--- config.mk ---
export PLATFORM = sky130hd
export DESIGN_NAME = bios_loader_flat
export DESIGN_NICKNAME = d
export VERILOG_FILES = /design/src/rtl/bios_loader_pkg.sv /design/src/rtl/bios_loader_if.sv /design/src/rtl/bios_loader_fifo.sv /design/src/rtl/bios_loader.sv /design/src/flat_wrapper.sv
export SDC_FILE = /design/constraint.sdc
export NUM_CORES = 1
export LEC_CHECK = 0
export ABC_AREA = 1
export CAP_MARGIN = 10
export CORE_ASPECT_RATIO = 0.7
export CORE_UTILIZATION = 30
export CTS_CLUSTER_DIAMETER = 80
export DETAILED_ROUTE_END_ITERATION = 8
export GPL_TIMING_DRIVEN = 0
export SLEW_MARGIN = 20
export SYNTH_ARGS = -nofsm -noshare
export SYNTH_HDL_FRONTEND = slang
export SYNTH_SLANG_ARGS = --single-unit
export TNS_END_PERCENT = 5
--- constraint.sdc ---
create_clock -name clk_sys -period 2.96 [get_ports clk_sys]
set_input_delay 0.592 -clock clk_sys [delete_from_list [all_inputs] [get_ports clk_sys]]
set_output_delay 0.592 -clock clk_sys [all_outputs]
set_load 0.01 [all_outputs]
--- src/rtl/bios_loader_pkg.sv ---
// Shared types and constants for the BIOS loader.
package next186_pkg;

    localparam int BIOS_WORDS = 8192;
    localparam int BIOS_AW    = 13;

    // One FIFO entry: the word address travels with its data.
    typedef struct packed {
        logic [BIOS_AW-1:0] addr;
        logic [15:0]        data;
    } bios_word_t;

    typedef enum logic [1:0] {
        ST_IDLE,
        ST_LOAD,
        ST_DRAIN,
        ST_DONE
    } loader_state_t;

endpackage

--- src/rtl/bios_loader_if.sv ---
// Bus bundle between hps_io download port, the loader and the BIOS sink.
interface bios_loader_if;
    import next186_pkg::*;

    logic               ioctl_download;
    logic [15:0]        ioctl_index;
    logic               ioctl_wr;
    logic [24:0]        ioctl_addr;
    logic [15:0]        ioctl_dout;
    logic               ioctl_wait;
    logic               bios_req;
    logic [BIOS_AW-1:0] bios_addr;
    logic [15:0]        bios_din;
    logic               bios_wr;
    logic               bios_loaded;
    logic               overrun;

    // Master drives the download stream and the sink's ready signal.
    modport master (
        output ioctl_download, ioctl_index, ioctl_wr, ioctl_addr, ioctl_dout, bios_req,
        input  ioctl_wait, bios_addr, bios_din, bios_wr, bios_loaded, overrun
    );

    // Slave is the loader itself.
    modport slave (
        input  ioctl_download, ioctl_index, ioctl_wr, ioctl_addr, ioctl_dout, bios_req,
        output ioctl_wait, bios_addr, bios_din, bios_wr, bios_loaded, overrun
    );

endinterface

--- src/rtl/bios_loader_fifo.sv ---
// Synchronous single-clock FIFO of address/data pairs. Small depth, so the
// storage is read asynchronously (LUT RAM); the loader registers the output.
module bios_fifo
    import next186_pkg::*;
#(
    parameter int DEPTH = 16
) (
    input  logic                     clk_sys,
    input  logic                     reset,
    input  logic                     push,
    input  logic                     pop,
    input  logic                     flush,
    input  bios_word_t               wr_data,
    output bios_word_t               rd_data,
    output logic                     full,
    output logic                     empty,
    output logic [$clog2(DEPTH):0]   count
);

    localparam int PW = $clog2(DEPTH);

    bios_word_t      mem_reg [DEPTH];
    logic [PW-1:0]   wr_ptr_reg;
    logic [PW-1:0]   rd_ptr_reg;
    logic [PW:0]     count_reg;
    logic            do_push;
    logic            do_pop;

    // A push into a full FIFO is dropped even if a pop happens in the same cycle.
    assign do_push = push & ~full;
    assign do_pop  = pop & ~empty;

    // Storage write; contents need no reset since the pointers define validity.
    always_ff @(posedge clk_sys) begin
        if (do_push && !flush) begin
            mem_reg[wr_ptr_reg] <= wr_data;
        end
    end

    // Pointer and occupancy bookkeeping; flush behaves like reset.
    always_ff @(posedge clk_sys) begin
        if (reset || flush) begin
            wr_ptr_reg <= '0;
            rd_ptr_reg <= '0;
            count_reg  <= '0;
        end else begin
            if (do_push) wr_ptr_reg <= wr_ptr_reg + 1'b1;
            if (do_pop)  rd_ptr_reg <= rd_ptr_reg + 1'b1;
            case ({do_push, do_pop})
                2'b10:   count_reg <= count_reg + 1'b1;
                2'b01:   count_reg <= count_reg - 1'b1;
                default: count_reg <= count_reg;
            endcase
        end
    end

    assign rd_data = mem_reg[rd_ptr_reg];
    assign full    = (count_reg == (PW+1)'(DEPTH));
    assign empty   = (count_reg == '0);
    assign count   = count_reg;

endmodule

--- src/rtl/bios_loader.sv ---
// Captures the BIOS image from the HPS download stream and replays it to the
// system as address/data write strobes, paced by bios_req.
module bios_loader
    import next186_pkg::*;
#(
    parameter int         DEPTH = 16,
    parameter logic [7:0] IDX   = 8'h00
) (
    input  logic          clk_sys,
    input  logic          reset,
    bios_loader_if.slave  bus
);

    localparam int CW = $clog2(DEPTH) + 1;

    loader_state_t      state_reg;
    logic               dl_prev_reg;
    logic [13:0]        cnt_reg;
    logic [13:0]        cnt_next;
    logic               bios_wr_reg;
    logic [BIOS_AW-1:0] bios_addr_reg;
    logic [15:0]        bios_din_reg;
    logic               loaded_reg;
    logic               overrun_reg;

    logic               idx_match;
    logic               dl_rise;
    logic               dl_fall;
    logic               start_load;
    logic               wr_hit;
    logic               push;
    logic               pop;
    logic               at_limit;
    logic               fifo_full;
    logic               fifo_empty;
    logic [CW-1:0]      fifo_count;
    bios_word_t         fifo_wr_data;
    bios_word_t         fifo_rd_data;
    logic               unused_bits;

    assign unused_bits = ^{bus.ioctl_index[15:8], bus.ioctl_addr[0]};

    assign idx_match  = (bus.ioctl_index[7:0] == IDX);
    assign dl_rise    = bus.ioctl_download & ~dl_prev_reg & idx_match;
    assign dl_fall    = ~bus.ioctl_download & dl_prev_reg;
    assign start_load = dl_rise & ((state_reg == ST_IDLE) | (state_reg == ST_DONE));

    // Only in-window writes of the selected image during LOAD are taken.
    assign wr_hit = (state_reg == ST_LOAD) & bus.ioctl_download & bus.ioctl_wr &
                    idx_match & (bus.ioctl_addr[24:14] == 11'd0);
    assign push   = wr_hit & ~fifo_full;

    // Stop popping once the delivered count (including a strobe in flight)
    // reaches the image size, so the counter saturates instead of wrapping.
    assign at_limit = (cnt_reg == 14'(BIOS_WORDS)) |
                      ((cnt_reg == 14'(BIOS_WORDS - 1)) & bios_wr_reg);
    assign pop      = bus.bios_req & ~fifo_empty & ~at_limit & ~start_load;
    assign cnt_next = (bios_wr_reg && !(cnt_reg == 14'(BIOS_WORDS))) ? cnt_reg + 14'd1 : cnt_reg;

    assign fifo_wr_data.addr = bus.ioctl_addr[13:1];
    assign fifo_wr_data.data = bus.ioctl_dout;

    bios_fifo #(.DEPTH(DEPTH)) u_fifo (
        .clk_sys (clk_sys),
        .reset   (reset),
        .push    (push),
        .pop     (pop),
        .flush   (start_load),
        .wr_data (fifo_wr_data),
        .rd_data (fifo_rd_data),
        .full    (fifo_full),
        .empty   (fifo_empty),
        .count   (fifo_count)
    );

    // Loader FSM with registered status flags; edge register tracks download
    // even during reset so a held download does not look like a new start.
    always_ff @(posedge clk_sys) begin
        if (reset) begin
            state_reg   <= ST_IDLE;
            loaded_reg  <= 1'b0;
            overrun_reg <= 1'b0;
            dl_prev_reg <= bus.ioctl_download;
        end else begin
            dl_prev_reg <= bus.ioctl_download;
            case (state_reg)
                ST_IDLE, ST_DONE: begin
                    if (start_load) begin
                        state_reg   <= ST_LOAD;
                        loaded_reg  <= 1'b0;
                        overrun_reg <= 1'b0;
                    end
                end
                ST_LOAD: begin
                    if (wr_hit && fifo_full) overrun_reg <= 1'b1;
                    if (cnt_next == 14'(BIOS_WORDS)) begin
                        state_reg  <= ST_DONE;
                        loaded_reg <= 1'b1;
                    end else if (dl_fall) begin
                        state_reg <= ST_DRAIN;
                    end
                end
                ST_DRAIN: begin
                    if (cnt_next == 14'(BIOS_WORDS) || fifo_empty) begin
                        state_reg  <= ST_DONE;
                        loaded_reg <= 1'b1;
                    end
                end
                default: state_reg <= ST_IDLE;
            endcase
        end
    end

    // Output strobe, held address/data and the delivered-word counter.
    always_ff @(posedge clk_sys) begin
        if (reset) begin
            cnt_reg       <= '0;
            bios_wr_reg   <= 1'b0;
            bios_addr_reg <= '0;
            bios_din_reg  <= '0;
        end else begin
            cnt_reg     <= start_load ? 14'd0 : cnt_next;
            bios_wr_reg <= pop;
            if (pop) begin
                bios_addr_reg <= fifo_rd_data.addr;
                bios_din_reg  <= fifo_rd_data.data;
            end
        end
    end

    assign bus.ioctl_wait  = (fifo_count >= CW'(DEPTH - 2));
    assign bus.bios_wr     = bios_wr_reg;
    assign bus.bios_addr   = bios_addr_reg;
    assign bus.bios_din    = bios_din_reg;
    assign bus.bios_loaded = loaded_reg;
    assign bus.overrun     = overrun_reg;

endmodule

--- src/flat_wrapper.sv ---
// flat-port wrapper written by rule: the top's interface ports become plain ports
module bios_loader_flat import next186_pkg::*;
#(
    parameter int         DEPTH = 16,
    parameter logic [7:0] IDX   = 8'h00
)
  (clk_sys, reset, bus_ioctl_download, bus_ioctl_index, bus_ioctl_wr, bus_ioctl_addr, bus_ioctl_dout, bus_bios_req, bus_ioctl_wait, bus_bios_addr, bus_bios_din, bus_bios_wr, bus_bios_loaded, bus_overrun);
  bios_loader_if bus_i ();
  input  logic clk_sys;
  input  logic reset;
  input wire logic [$bits(bus_i.ioctl_download)-1:0] bus_ioctl_download;
  input wire logic [$bits(bus_i.ioctl_index)-1:0] bus_ioctl_index;
  input wire logic [$bits(bus_i.ioctl_wr)-1:0] bus_ioctl_wr;
  input wire logic [$bits(bus_i.ioctl_addr)-1:0] bus_ioctl_addr;
  input wire logic [$bits(bus_i.ioctl_dout)-1:0] bus_ioctl_dout;
  input wire logic [$bits(bus_i.bios_req)-1:0] bus_bios_req;
  output wire logic [$bits(bus_i.ioctl_wait)-1:0] bus_ioctl_wait;
  output wire logic [$bits(bus_i.bios_addr)-1:0] bus_bios_addr;
  output wire logic [$bits(bus_i.bios_din)-1:0] bus_bios_din;
  output wire logic [$bits(bus_i.bios_wr)-1:0] bus_bios_wr;
  output wire logic [$bits(bus_i.bios_loaded)-1:0] bus_bios_loaded;
  output wire logic [$bits(bus_i.overrun)-1:0] bus_overrun;
  assign bus_i.ioctl_download = bus_ioctl_download;
  assign bus_i.ioctl_index = bus_ioctl_index;
  assign bus_i.ioctl_wr = bus_ioctl_wr;
  assign bus_i.ioctl_addr = bus_ioctl_addr;
  assign bus_i.ioctl_dout = bus_ioctl_dout;
  assign bus_i.bios_req = bus_bios_req;
  assign bus_ioctl_wait = bus_i.ioctl_wait;
  assign bus_bios_addr = bus_i.bios_addr;
  assign bus_bios_din = bus_i.bios_din;
  assign bus_bios_wr = bus_i.bios_wr;
  assign bus_bios_loaded = bus_i.bios_loaded;
  assign bus_overrun = bus_i.overrun;
  bios_loader #(.DEPTH(DEPTH), .IDX(IDX)) u_core (.clk_sys(clk_sys), .reset(reset), .bus(bus_i));
endmodule
==> results by group <==
Global route
  – Total GRT Usage: 18.0%
  – Vias in the first global route: 14.4k
  – Initial antenna violation count: 2
  – First-pass GRT wire length: 94.6 mm
  – Largest net degree at the start of global routing: 21
  – GR Overflow Total: 0

Timing
  – RSZ-0062 raised after global routing: yes
  – Final setup fails: 1
  – Final hold vios: 0
  – Slew Viols, Final: 0
  – Tcrit/Tclk final: 101%
  – Post-layout min period: 2990 ps
  – Clock skew: 22.1 ps
  – Max Fclk: 334 MHz
  – Hold Worst Slack: 496 ps
  – Final setup margin: -32.1 ps
  – Slew @ Worst Pin: 1000 ps
  – Max_slew headroom: 33.3%

Floorplanning
  – Die Wd: 318 µm
  – IO Pins: 95
  – Rows: 80
  – Die height: 224 µm
  – Initial Util: 30.6%
  – Core Footprint: 0.0688 mm²
  – Die ar.: 0.0712 mm²

Outcome
  – Failing checks: negative setup slack
  – Outcome: finished, violations left

Yosys
  – Yosys cell types: 36
  – Area share of the leading cell type in the synthesized netlist: 66.2%
  – Main synth FF type: edfxtp_1
  – Synth cell count leaders: edfxtp_1 (464), nor2_1 (427), o21ai_0 (311), o22ai_1 (137), nand2_1 (103)
  – Dominant cell type by area after synthesis: edfxtp_1
  – Number of synthesis warnings: 0
  – Post-synth net total: 1853
  – Mean Syn Cell Area: 11.8 µm²
  – Mapped cell area: 0.0210 mm²
  – Synth area leaders: edfxtp_1 (66%), nor2_1 (7.6%), o21ai_0 (7.4%)
  – Top-count cell post-synth: edfxtp_1
  – Post-synth EDFFs: 464
  – FF+latch count, synth: 526
  – Gate Count Post-Synth: 1777
  – Async S/R FF share, synth: 0%
  – Seq/Total Area, Yosys: 72.1%

Final layout
  – Max reg flops: 464
  – Non-Filler Cell Area, Final: 0.0254 mm²
  – Nets: 2020
  – Area grow syn2layout: 20.8%
  – Share of post-route cells with drive strength above 1: 8.41%
  – Post-layout util: 36.9%
  – Fill count: 6509

Clock tree
  – Post-CTS Hold Fix Bufs: 0
  – Clock Sink Count: 526
  – H-tree depth: 2
  – Later-pin clock latency in the skew report: 610 ps
  – Clock tree root driver cell: clkbuf_16
  – Clock Path Buffers: 3
  – CTS Buf Count: 51
  – CTS tree: done
  – Clk slew on worst S/H paths: 70 ps

Setup path
  – Cell Chain, Critical Path: buf_2 -> buf_2 -> buf_2 -> clkbuf_1 -> nor2_1 -> o22ai_1 -> nor2_1 -> o32ai_1 -> nor2_1 -> nor2_1
  – Crit start category: flip-flop
  – Crit-path leading delay family: buffers and inverters
  – Crit. End Element: flip-flop
  – Buf+Inv Stages, Crit Path: 4
  – Critical path type: reg2reg
  – Worst path slowest cell: clkbuf_1
  – Crit-path max cell delay: 620 ps
  – Cell mode on critical path: nor2_1
  – Reg2reg path depth: 10
  – Worst Path Arrival: 3520 ps
  – WP depth: 10
  – Worst-path fanout max: 10
  – Worst r2r src: u_core.u_fifo.rd_ptr_reg[0]
  – CP Data Required Time: 3490 ps
  – CP Launch Point: u_core.u_fifo.rd_ptr_reg[0]

Worst hold path
  – Worst min path class: reg2reg
  – Hold Crit Depth: 2
  – Hold path startpoint: u_core.bus.bios_loaded

Routing
  – First-iteration detailed-routing DRC count: 2150
  – Via density: 5.25
  – Post-DRT Antenna Nets: 0
  – Routed wire length: 65.2 mm
  – Post-route DRC: 0
  – First-pass DRT Iterations: 5
  – Drt wl/cell: 22.6 µm
  – Total number of vias: 15.2k

Placed design
  – HPWL after detailed placement: 43.4 mm
  – GP Congestion: 0.909
  – Dpl cell area: 0.0235 mm²
  – Number of I/O port buffers: 85

Power and ir drop
  – LEAKAGE: 8.34 nW
  – Design Power: 22.1 mW
  – Pwr dens: 870 mW/mm²
  – Maximum VDD drop: 0.000466 V

Flow run
  – Max cap viols: 0
worst paths after layout:
kind,end,slack (ps)
worst max-delay path,u_core.bus.bios_addr[5],-30
worst min-delay path,u_core.bus.bios_loaded,500
worst max register to register,u_core.bus.bios_addr[5],-30
worst min register to register,u_core.bus.bios_loaded,500
worst register-to-register path, cell delays in order (launching register included):
cell and delay (ps):
dfxtp_1 350, buf_2 250, buf_2 320, buf_2 310, clkbuf_1 620, nor2_1 130
o22ai_1 190, nor2_1 60, o32ai_1 460, nor2_1 100, nor2_1 120
stage by stage:
step,setup WS [ps],setup TNS (ps),std cells
floorplan,-195,-83580,1777
global placement,-2640,-1147820,2764
detailed placement,-1220,-243540,2781
CTS,-37.2,-37.2,2881
global route,-199,-400,2889
finish,-32.1,-32.1,2889
kinds of logic after synthesis:
kind of cell | after synthesis | share of synthesized area [%]
adders and majority gates | 14 | 0.869
buffers and inverters | 151 | 2.84
DFF | 526 | 72.1
and+or+nand+nor | 590 | 11.1
xor gates and xnor gates | 7 | 0.291
AOI/OAI and AO/OA | 489 | 12.7
final cells by class:
cell class	instances	area [µm²]	area share, %
Antenna cell	1	2.50	0.00985
Buffer	108	440	1.73
Clock buffer	59	1340	5.26
Clock inverter	36	359	1.41
Inverter	42	159	0.625
Multi-Input combinational cell	1100	5450	21.4
Sequential cell	526	15200	59.7
Tap cell	902	1130	4.44
Timing Repair Buffer	115	1360	5.36
per-layer routing:
layer | share of wire, % | vias to the layer above | wire length [µm] | global-route usage, %
met3 | 13 | 109 | 8370 | 5.70
met4 | 2.6 | 2 | 1730 | 5.28
li1 | - | 6789 | - | -
met2 | 42 | 890 | 27500 | 26.3
met5 | 0.16 | - | 104 | 1.08
met1 | 42 | 7387 | 27500 | 25.4
cell usage in the layout (no fill, tap or decap), types with 6 or more instances in the layout:
cell type / n
nand2_1: 103
buf_4: 11
clkbuf_16: 51
o21ai_0: 310
buf_2: 11
nor2_2: 7
edfxtp_1: 464
ha_1: 10
bufinv_16: 6
clkinv_2: 12
buf_12: 11
o22ai_1: 137
buf_16: 7
dfxtp_1: 62
nor2_1: 408
o32ai_1: 7
nand4_1: 7
a21oi_1: 19
clkdlybuf4s50_1: 85
nor2_4: 18
clkbuf_1: 94
inv_1: 38
nand3_1: 28
clkinv_1: 15
power breakdown:
group	switching (mW)	leakage, nW	internal [mW]
logic	4.87	2.83	2.08
registers	0.198	4.67	8.32
clock network	2.87	0.833	3.77
timing repair:
item / CTS / global route
setup endpoints to repair: 295 / 225
setup buffers: 6 / 7
endpoints found under the hold margin: 0 / 0
gates resized for setup: 7 / 18
pin swaps: 5 / 4
(Power assumes the default switching activity.)
